--- config.mk ---
export PLATFORM = sky130hd
export DESIGN_NAME = control_sequencer
export DESIGN_NICKNAME = d
export VERILOG_FILES = /design/src/rtl/ctrl_seq_pkg.sv /design/src/rtl/control_sequencer_ir_decode.sv /design/src/rtl/control_sequencer.sv
export SDC_FILE = /design/constraint.sdc
export NUM_CORES = 1
export LEC_CHECK = 0
export ABC_CLOCK_PERIOD_IN_PS = 2290
export CORE_ASPECT_RATIO = 1.5
export CORE_MARGIN = 2
export CORE_UTILIZATION = 25
export DETAILED_ROUTE_END_ITERATION = 12
export PLACE_DENSITY = 0.67
export SETUP_SLACK_MARGIN = 0.2
export SYNTH_ARGS = -nofsm -noshare
export SYNTH_HDL_FRONTEND = slang
export SYNTH_SLANG_ARGS = --single-unit
--- constraint.sdc ---
create_clock -name clk -period 2.29 [get_ports clk]
set_input_delay 0.3435 -clock clk [delete_from_list [all_inputs] [get_ports clk]]
set_output_delay 0.3435 -clock clk [all_outputs]
set_load 0.01 [all_outputs]
--- src/rtl/ctrl_seq_pkg.sv ---
// rtl/ctrl_seq_pkg.sv - state, opcode and ALU encodings shared by the control sequencer
package ctrl_seq_pkg;

  // Step encodings; IDLE reads as 0 so a reset sequencer shows step=0
  typedef enum logic [3:0] {
    S_IDLE = 4'h0,
    S_T0   = 4'h1,
    S_T1   = 4'h2,
    S_T2   = 4'h3,
    S_T3   = 4'h4,
    S_T4   = 4'h5,
    S_T5   = 4'h6,
    S_T6   = 4'h7,
    S_HALT = 4'hF
  } state_e;

  typedef enum logic [1:0] {
    CLS_ALU3    = 2'd0,
    CLS_MULDIV  = 2'd1,
    CLS_ILLEGAL = 2'd2
  } op_class_e;

  localparam int OPCODE_W   = 5;
  localparam int ALU_CODE_W = 4;

  localparam logic [OPCODE_W-1:0] OP_ADD = 5'b00011;
  localparam logic [OPCODE_W-1:0] OP_SUB = 5'b00100;
  localparam logic [OPCODE_W-1:0] OP_AND = 5'b00101;
  localparam logic [OPCODE_W-1:0] OP_OR  = 5'b00110;
  localparam logic [OPCODE_W-1:0] OP_SHR = 5'b00111;
  localparam logic [OPCODE_W-1:0] OP_SHL = 5'b01000;
  localparam logic [OPCODE_W-1:0] OP_MUL = 5'b01111;
  localparam logic [OPCODE_W-1:0] OP_DIV = 5'b10000;

  // ALU_NOP is what alu_op shows outside T4
  localparam logic [ALU_CODE_W-1:0] ALU_NOP = 4'd0;
  localparam logic [ALU_CODE_W-1:0] ALU_ADD = 4'd1;
  localparam logic [ALU_CODE_W-1:0] ALU_SUB = 4'd2;
  localparam logic [ALU_CODE_W-1:0] ALU_AND = 4'd3;
  localparam logic [ALU_CODE_W-1:0] ALU_OR  = 4'd4;
  localparam logic [ALU_CODE_W-1:0] ALU_SHR = 4'd5;
  localparam logic [ALU_CODE_W-1:0] ALU_SHL = 4'd6;
  localparam logic [ALU_CODE_W-1:0] ALU_MUL = 4'd7;
  localparam logic [ALU_CODE_W-1:0] ALU_DIV = 4'd8;

  function automatic logic [ALU_CODE_W-1:0] opcode_to_alu(input logic [OPCODE_W-1:0] op);
    case (op)
      OP_ADD:  return ALU_ADD;
      OP_SUB:  return ALU_SUB;
      OP_AND:  return ALU_AND;
      OP_OR:   return ALU_OR;
      OP_SHR:  return ALU_SHR;
      OP_SHL:  return ALU_SHL;
      OP_MUL:  return ALU_MUL;
      OP_DIV:  return ALU_DIV;
      default: return ALU_NOP;
    endcase
  endfunction

endpackage

--- src/rtl/control_sequencer_ir_decode.sv ---
// rtl/control_sequencer_ir_decode.sv - combinational IR field split and opcode classification
module ir_decode
  import ctrl_seq_pkg::*;
#(
  parameter int NUM_REGS  = 16,
  parameter int REG_IDX_W = 4,
  parameter int INSTR_W   = 32,
  parameter int ALU_OP_W  = 4
) (
  input  logic [INSTR_W-1:0]   ir,
  output op_class_e            op_class,
  output logic [REG_IDX_W-1:0] ra,
  output logic [REG_IDX_W-1:0] rb,
  output logic [REG_IDX_W-1:0] rc,
  output logic [ALU_OP_W-1:0]  alu_op,
  output logic                 illegal
);

  logic [OPCODE_W-1:0] opcode;
  logic                idx_bad;
  logic                unused_ir_bits;

  assign opcode = ir[INSTR_W-1 -: OPCODE_W];
  assign ra     = ir[INSTR_W-OPCODE_W-1 -: REG_IDX_W];
  assign rb     = ir[INSTR_W-OPCODE_W-REG_IDX_W-1 -: REG_IDX_W];
  assign rc     = ir[INSTR_W-OPCODE_W-2*REG_IDX_W-1 -: REG_IDX_W];
  assign alu_op = ALU_OP_W'(opcode_to_alu(opcode));

  // Immediate/offset bits are not used by any sequenced instruction
  assign unused_ir_bits = ^ir[INSTR_W-OPCODE_W-3*REG_IDX_W-1:0];

  // Classify opcode; only register fields the class actually uses are range-checked
  always_comb begin
    op_class = CLS_ILLEGAL;
    idx_bad  = 1'b0;
    case (opcode)
      OP_ADD, OP_SUB, OP_AND, OP_OR, OP_SHR, OP_SHL: begin
        op_class = CLS_ALU3;
        idx_bad  = (int'(ra) >= NUM_REGS) || (int'(rb) >= NUM_REGS) || (int'(rc) >= NUM_REGS);
      end
      OP_MUL, OP_DIV: begin
        op_class = CLS_MULDIV;
        idx_bad  = (int'(ra) >= NUM_REGS) || (int'(rb) >= NUM_REGS);
      end
      default: op_class = CLS_ILLEGAL;
    endcase
  end

  assign illegal = (op_class == CLS_ILLEGAL) || idx_bad;

endmodule

--- src/rtl/control_sequencer.sv ---
// rtl/control_sequencer.sv - T-step fetch/decode/execute control FSM; CTRL_SINGLE_STEP_EN adds step_req gating
module control_sequencer
  import ctrl_seq_pkg::*;
#(
  parameter int NUM_REGS = 16,
  parameter int INSTR_W  = 32,
  parameter int ALU_OP_W = 4,
  parameter int WAIT_MAX = 15
) (
  input  logic                clk,
  input  logic                reset,
  input  logic                run,
`ifdef CTRL_SINGLE_STEP_EN
  input  logic                step_req,
`endif
  input  logic [INSTR_W-1:0]  ir,
  input  logic                mem_rdy,
  output logic [NUM_REGS-1:0] reg_in,
  output logic [NUM_REGS-1:0] reg_out,
  output logic                pc_out,
  output logic                pc_in,
  output logic                inc_pc,
  output logic                mar_in,
  output logic                md_read,
  output logic                mdr_in,
  output logic                mdr_out,
  output logic                ir_in,
  output logic                y_in,
  output logic                zlo_in,
  output logic                zhi_in,
  output logic                zlo_out,
  output logic                zhi_out,
  output logic                lo_in,
  output logic                hi_in,
  output logic [ALU_OP_W-1:0] alu_op,
  output logic [3:0]          step,
  output logic                busy,
  output logic                illegal,
  output logic                bus_err
);

  localparam int REG_IDX_W = (NUM_REGS > 1) ? $clog2(NUM_REGS) : 1;
  localparam int WAIT_W    = $clog2(WAIT_MAX + 1);

  state_e              state_q, state_d;
  logic [WAIT_W-1:0]   wait_q, wait_d;
  logic                illegal_q, illegal_d;
  logic                bus_err_q, bus_err_d;
  logic                adv;

  op_class_e           dec_class;
  logic [REG_IDX_W-1:0] dec_ra, dec_rb, dec_rc;
  logic [ALU_OP_W-1:0] dec_alu;
  logic                dec_illegal;

`ifdef CTRL_SINGLE_STEP_EN
  assign adv = step_req;
`else
  assign adv = 1'b1;
`endif

  ir_decode #(
    .NUM_REGS  (NUM_REGS),
    .REG_IDX_W (REG_IDX_W),
    .INSTR_W   (INSTR_W),
    .ALU_OP_W  (ALU_OP_W)
  ) u_ir_decode (
    .ir       (ir),
    .op_class (dec_class),
    .ra       (dec_ra),
    .rb       (dec_rb),
    .rc       (dec_rc),
    .alu_op   (dec_alu),
    .illegal  (dec_illegal)
  );

  // State, T1 wait counter and sticky error flags
  always_ff @(posedge clk or negedge reset) begin
    if (!reset) begin
      state_q   <= S_IDLE;
      wait_q    <= '0;
      illegal_q <= 1'b0;
      bus_err_q <= 1'b0;
    end else begin
      state_q   <= state_d;
      wait_q    <= wait_d;
      illegal_q <= illegal_d;
      bus_err_q <= bus_err_d;
    end
  end

  // Next-state: everything holds on a cycle where the sequencer may not advance
  always_comb begin
    state_d   = state_q;
    wait_d    = wait_q;
    illegal_d = illegal_q;
    bus_err_d = bus_err_q;
    if (adv) begin
      case (state_q)
        S_IDLE: if (run) state_d = S_T0;
        S_T0: begin
          state_d = S_T1;
          wait_d  = '0;
        end
        S_T1: begin
          if (mem_rdy) begin
            state_d = S_T2;
            wait_d  = '0;
          end else if (wait_q == WAIT_W'(WAIT_MAX - 1)) begin
            state_d   = S_HALT;
            bus_err_d = 1'b1;
            wait_d    = '0;
          end else begin
            wait_d = wait_q + 1'b1;
          end
        end
        S_T2: state_d = S_T3;
        S_T3: begin
          if (dec_illegal) begin
            state_d   = S_HALT;
            illegal_d = 1'b1;
          end else begin
            state_d = S_T4;
          end
        end
        S_T4: state_d = S_T5;
        S_T5: begin
          if (dec_class == CLS_MULDIV) state_d = S_T6;
          else                         state_d = run ? S_T0 : S_IDLE;
        end
        S_T6:   state_d = run ? S_T0 : S_IDLE;
        S_HALT: state_d = S_HALT;
        default: state_d = S_IDLE;
      endcase
    end
  end

  // Moore control decode; T3..T6 select registers from the IR latched during T2
  always_comb begin
    reg_in  = '0;
    reg_out = '0;
    pc_out  = 1'b0;
    pc_in   = 1'b0;
    inc_pc  = 1'b0;
    mar_in  = 1'b0;
    md_read = 1'b0;
    mdr_in  = 1'b0;
    mdr_out = 1'b0;
    ir_in   = 1'b0;
    y_in    = 1'b0;
    zlo_in  = 1'b0;
    zhi_in  = 1'b0;
    zlo_out = 1'b0;
    zhi_out = 1'b0;
    lo_in   = 1'b0;
    hi_in   = 1'b0;
    alu_op  = '0;
    case (state_q)
      S_T0: begin
        pc_out = 1'b1;
        mar_in = 1'b1;
        inc_pc = 1'b1;
        zlo_in = 1'b1;
      end
      S_T1: begin
        zlo_out = 1'b1;
        pc_in   = (wait_q == '0);
        md_read = 1'b1;
        mdr_in  = 1'b1;
      end
      S_T2: begin
        mdr_out = 1'b1;
        ir_in   = 1'b1;
      end
      S_T3: begin
        if (!dec_illegal) begin
          y_in    = 1'b1;
          reg_out = (dec_class == CLS_MULDIV) ? (NUM_REGS'(1) << dec_ra) : (NUM_REGS'(1) << dec_rb);
        end
      end
      S_T4: begin
        alu_op = dec_alu;
        zlo_in = 1'b1;
        if (dec_class == CLS_MULDIV) begin
          reg_out = NUM_REGS'(1) << dec_rb;
          zhi_in  = 1'b1;
        end else begin
          reg_out = NUM_REGS'(1) << dec_rc;
        end
      end
      S_T5: begin
        zlo_out = 1'b1;
        if (dec_class == CLS_MULDIV) lo_in = 1'b1;
        else                         reg_in = NUM_REGS'(1) << dec_ra;
      end
      S_T6: begin
        zhi_out = 1'b1;
        hi_in   = 1'b1;
      end
      default: ;
    endcase
  end

  assign step    = state_q;
  assign busy    = (state_q != S_IDLE) && (state_q != S_HALT);
  assign illegal = illegal_q;
  assign bus_err = bus_err_q;

endmodule
After elaboration in Yosys (flattened, before gate mapping)

Memory sizes are Yosys's and may differ from the RTL's.
Cells that the tools add are included.

Input bits: 36
Memories kept: 1
Bits in read-only memories: 128
Bits in registers: 10
Logic and storage cells: 74

Memory list:

| memory           | words | width | rd ports | clocked after Yosys merged registers in | wr ports | RTL line           | RTL |
|---|---|---|---|---|---|---|---|
| (name not given) | 32    | 4     | 1        | 0                                       | 0        | ctrl_seq_pkg.sv:47 | `case (op)` |

Muxes and demuxes: 30
Add/sub/neg operators: 1
Bitwise logic cells: 1
Equal/unequal tests: 22
Reductions and logical operators: 12
Shifts and indexed selects: 3

Operators with widths:

| kind                                                                   | number |
|---|---|
| 16-bit 2-to-1 mux                                                      | 5 |
| 1-bit by 4-bit left shift with 16-bit output (first input constant)    | 3 |
| 4-bit case mux with 9 select lines                                     | 1 |
| 16-bit case mux with 2 select lines                                    | 1 |
| 4-bit 2-to-1 mux                                                       | 7 |
| 5-bit by 3-bit equality test with 1-bit output (second input constant) | 4 |
| 4-bit by 3-bit equality test with 1-bit output (second input constant) | 4 |
| 1-bit 2-to-1 mux                                                       | 13 |
| 5-bit by 4-bit equality test with 1-bit output (second input constant) | 2 |
| 4-bit by 2-bit equality test with 1-bit output (second input constant) | 2 |
| 4-bit equality test (second input constant)                            | 2 |
| 4-bit zero test                                                        | 2 |
| 4-bit case mux with 2 select lines                                     | 1 |
| 2-bit OR reduction                                                     | 3 |
| 6-bit OR reduction                                                     | 1 |
| 5-bit by 2-bit equality test with 1-bit output (second input constant) | 1 |
| 5-bit equality test (second input constant)                            | 1 |
| 4-bit by 1-bit adder with 4-bit output (second input constant)         | 1 |
| 4-bit by 1-bit equality test with 1-bit output (second input constant) | 1 |
| 4-bit inequality test (second input constant)                          | 1 |
| 2-bit case mux with 2 select lines                                     | 1 |
| 2-bit AND reduction                                                    | 2 |
| 4-bit nonzero test                                                     | 1 |
| 3-bit 2-to-1 mux                                                       | 1 |
| other kinds (8)                                                        | 8 |

Depth between registers and ports, before layout

Word-level depth: 7
Mapped depth: 8

Hierarchy

Synthesis repeated with hierarchy kept, for this count alone.

Cells, all modules: 250
Area, all modules: 1752.9 um^2

Modules (own cells, without submodules):

| module            | cells an instance | area each (um^2) | times used |
|---|---|---|---|
| control_sequencer | 218               | 1536.5           | 1 |
| ir_decode         | 32                | 216.5            | 1 |

Worst setup path after synthesis

No wires, ideal clock.

Path kind: reg2out
Start: register state_q[3] (netlist: step[3])
End: output reg_out[3]
Path buffers: 1
Stages on the path, launching flop included: 7
Arrival: 1.732 ns
Path slack: 0.214 ns
Required time: 1.947 ns
Path through: dfrtp_1 -> nor2b_1 -> clkbuf_1 -> nand2_1 -> nor3b_1 -> nand3_1 -> a32oi_1

Word-level cells in the longest chain between the ends: 2
Elaborated cells between the ends (all ways): 3
Classes of those cells: 2 x eq/ne; 1 x mux

RTL lines:

| item                                           | RTL line                 | RTL |
|---|---|---|
| start: declaration                             | control_sequencer.sv:45  | `state_e state_q, state_d;` |
| start signal: assignment                       | control_sequencer.sv:85  | `state_q <= state_d;` |
| 4-bit by 3-bit equality test with 1-bit output | control_sequencer.sv:158 | `case (state_q)` |
| 16-bit case mux with 2 select lines *          | control_sequencer.sv:158 |  |
| end: declaration                               | control_sequencer.sv:19  | `output logic [NUM_REGS-1:0] reg_out,` |

Mark *: on every way between the ends. The rest lies on a longest branch, timed or not.

Worst setup path in the final report

Start: input ir[29]
End: output reg_out[1]

Word-level cells in the longest chain between the ends: 7
Elaborated cells between the ends (all ways): 17
Classes of those cells: 10 x eq/ne; 5 x mux; 2 x reduce/logical

RTL lines:

| item                                                                         | RTL line                                           | RTL |
|---|---|---|
| start: declaration                                                           | control_sequencer.sv:16                            | `input logic [INSTR_W-1:0] ir,` |
| 5-bit by 2-bit equality test with 1-bit output, or another cell as far along | control_sequencer_ir_decode.sv:36                  | `case (opcode)` |
| 6-bit OR reduction / 2-bit OR reduction (equally long branches)              | control_sequencer_ir_decode.sv:36                  |  |
| 2-bit case mux with 2 select lines *                                         | control_sequencer_ir_decode.sv:36                  |  |
| 2-bit by 1-bit equality test with 1-bit output                               | control_sequencer.sv:178, control_sequencer.sv:184 |  |
| 16-bit 2-to-1 mux                                                            | control_sequencer.sv:178                           | `reg_out = (dec_class == CLS_MULDIV) ? (NUM_REGS'(1) << dec_ra) : (NUM_REGS'(1) << dec_rb);` |
| 16-bit 2-to-1 mux                                                            | control_sequencer.sv:176                           | `if (!dec_illegal) begin` |
| 16-bit case mux with 2 select lines *                                        | control_sequencer.sv:158                           |  |

Marked as above.

==> flow_metrics.tcl <==
set metrics [dict create \
    firstDrtPassIters 4 \
    violations "setup timing" \
    core-area_mm2 0.00690 \
    netlist_instances 269 \
    yosys-top-cells-area "dfrtp_1, nand4_1, a21oi_1" \
    yosysTopAreaCellShare_pct 14.0 \
    crit_path_max_fanout 4 \
    cts_buffers 3 \
    synth-seq-area-share_pct 14.0 \
    ys.flop_type "dfrtp_1" \
    yosys_warnings 0 \
    drt_iter0_markers 136 \
    synth_xor_area_share_pct 0 \
    synthDistinctLibCells 47 \
    hold_path.class "in -> async" \
    synth_seq_cells 10 \
    grt_max_degree 32 \
    route.detailed.drc 0 \
    grt_pass1_vias 2709 \
    synthAdderAreaFrac_pct 3.23 \
    cts_tree "yes" \
    avgViaCountPerCell 5.67 \
    syn_nets 308 \
    end_kind "output port" \
    post-dp-hpwl_mm 5.70 \
    place_area_mm2 0.00301 \
    skew_ns 0.00177 \
    routabilityCongestion 0.925 \
    final_cell_area_mm2 0.00341 \
    fin_cells 488 \
    syn-cell-area_mm2 0.00178 \
    grt_overflow 0 \
    drt_wl_total_mm 8.01 \
    dieArea_mm2 0.00784 \
    boundaryPins 94 \
    post_drt_wl_per_cell_um 16.4 \
    fin_util_pct 49.4 \
    top_usage_layer "met2" \
    finalHoldViolations 0 \
    synth-edff-count 0 \
    clk_path_buf_depth 2 \
    dp_cells 459 \
    syn_avg_cell_area_um2 6.63 \
    setup_ws_ns -0.103 \
    clkTransAtPathRegs_ns 0.05 \
    async_flop_share_pct 100 \
    area_growth_pct 91.0 \
    final.min_clock_period_ns 2.39 \
    cap_violations 0 \
    grt_pass1_wl_mm 12.8 \
    tightest_slew_ns 0.511 \
    cts.sinks 10 \
    route.antenna.remaining_nets 0 \
    p_leak_uw 0.00157 \
    relSlewSlack_pct 65.6 \
    final_nets 451 \
    grt_antenna_before_repair 0 \
    io_buffers 78 \
    crit_required_ns 1.95 \
    worstPathArrival_ns 2.05 \
    synth_top_family_by_area "simple AND/OR/NAND/NOR gates" \
    clk_latency_ns 0.24 \
    slew_violations 0 \
    diodes 0 \
    worst-r2r-setup-slack_ns 0.48 \
    worstSetupStartpoint "ir[29]" \
    max_freq_mhz 418 \
    grt_util_met3_pct 2.15 \
    layout_worst_path_cycle_share_pct 104 \
    r2r_end "step[3]" \
    synthMuxAreaShare_pct 0 \
    vdd_drop_max_uv 255 \
    rows 37 \
    power_density_mw_per_mm2 611 \
    met1_usage_pct 22.2 \
    num_vias 2766 \
    synth_compound_area_share_pct 27.6 \
    htreeDepth 1 \
    hold_ws_ns 0.428 \
    status "complete, but fails checks" \
    yosysTopAreaCell "dfrtp_1" \
    cts_root_buf "clkbuf_8" \
    cp-start-kind "primary input" \
    synthSimpleGateAreaFrac_pct 44.8 \
    critical_path_class "in -> out" \
    use_met2_pct 37.4 \
    die_y_um 107 \
    crit_path_end "reg_out[1]" \
    worstRegToRegCells 8 \
    start_util_pct 25.8 \
    die_w_um 73.0 \
    rsz0062_at_grt "true" \
    layout-drive-gt1-share_pct 45.1 \
    setup_viol 20 \
    r2r-start "step[0]" \
    grtUsageTotal_pct 20.6 \
]
==> cells in the mapped netlist (3+ instances only) <==
cell type and count:
nand3_1 6, ha_1 3, nand2_1 17, nor3_1 11, and2_1 5, o211ai_1 3
nand4b_1 3, dfrtp_1 10, and3_1 4, nor2b_1 12, nor3b_1 5, a21oi_1 27
buf_4 5, a31oi_1 7, a22oi_1 13, nand4_1 30, nand2b_1 7, buf_2 5
nor2_1 33, clkbuf_1 13, inv_1 6, o21ai_0 8
==> sequential cells by signal, indices dropped and copies added, names as in the netlist <==
signal	cells
bus_err	1
step	4
wait_q	4
illegal	1
==> power breakdown <==
part | internal [µW] | switching, µW
logic | 794 | 818
registers | 229 | 53.7
clock network | 115 | 71.2
==> per-stage QoR <==
stage | setup WS (ns) | total power [µW] | TNS, ns
6_report | -0.103 | 2080 | -0.708
5_1_grt | -0.161 | 2230 | -2.12
4_1_cts | -0.0992 | 2010 | -1.07
3_5_place_dp | -0.925 | 1720 | -28.76
3_3_place_gp | -0.872 | 1690 | -26.87
2_1_floorplan | 0.214 | 972 | 0
==> worst max-delay path, stage by stage <==
cell     delay (ns)
buf_6          0.09
or3_4          0.38
buf_4          0.14
buf_6          0.12
o22a_4         0.24
buf_4          0.14
nor2_1         0.08
o21ai_1        0.07
o31ai_1        0.25
buf_2          0.19
==> kinds of logic after synthesis <==
family | after synthesis
adders and majority gates | 5
and+or+nand+nor | 145
DFF | 10
AOI/OAI and AO/OA | 75
buffers and inverters | 34
==> worst min-delay path by stage <==
stage | start | end | slack, ns | depth (start not counted)
finish | reset | step[0] | 0.43 | 1
floorplan | reset | bus_err | 0.05 | 0
global route | reset | step[0] | 0.47 | 1
detailed placement | bus_err | bus_err | 0.46 | 1
CTS | reset | wait_q[3] | 0.45 | 1
global placement | bus_err | bus_err | 0.45 | 1
==> routing by layer <==
layer  routed length [µm]  share of wire, %
met1                 2790                35
met2                 4280                53
met3                  482               6.0
met4                  464               5.8
met5                    0                 0
==> layout make-up <==
cell class / count / area, µm²
Timing Repair Buffer: 166 / 1390
Clock buffer: 3 / 41.3
Fill cell: 676 / 3490
Inverter: 6 / 22.5
Multi-Input combinational cell: 225 / 1600
Tap cell: 78 / 97.6
Sequential cell: 10 / 253
==> timing repair <==
item | CTS | global route
resized for setup | 223 | 36
buffers inserted | 21 | 3
setup endpoints to repair | 53 | 45
pin swaps | 26 | 13
gates cloned | 2 | 0
hold buffers | 0 | 0
==> layout by cell type (no fill, tap or decap), types with 3 or more instances in the layout <==
| master | Yosys | final |
|---|---|---|
| nor3b_2 | 0 | 3 |
| clkbuf_8 | 0 | 3 |
| a21oi_1 | 27 | 17 |
| dfrtp_1 | 10 | 8 |
| nand4_1 | 30 | 30 |
| nand2_1 | 17 | 14 |
| ha_1 | 3 | 3 |
| a22oi_1 | 13 | 5 |
| and3_1 | 4 | 4 |
| buf_4 | 5 | 73 |
| a31oi_1 | 7 | 7 |
| a22oi_2 | 0 | 8 |
| dlymetal6s2s_1 | 0 | 4 |
| nand4b_1 | 3 | 3 |
| o21ai_0 | 8 | 8 |
| nor2b_1 | 12 | 8 |
| buf_2 | 5 | 35 |
| inv_1 | 6 | 6 |
| and2_1 | 5 | 3 |
| nand2b_1 | 7 | 3 |
| nand2b_4 | 0 | 4 |
| nor3_2 | 0 | 4 |
| clkdlybuf4s50_1 | 0 | 19 |
| nor2_1 | 33 | 32 |
| a21oi_2 | 0 | 10 |
| buf_6 | 1 | 11 |
| nand3_1 | 6 | 4 |
| o211ai_1 | 3 | 3 |
| dlygate4sd2_1 | 0 | 13 |
| nor3_1 | 11 | 6 |
| buf_12 | 0 | 4 |
No activity file was read; power rests on OpenSTA's default activity.
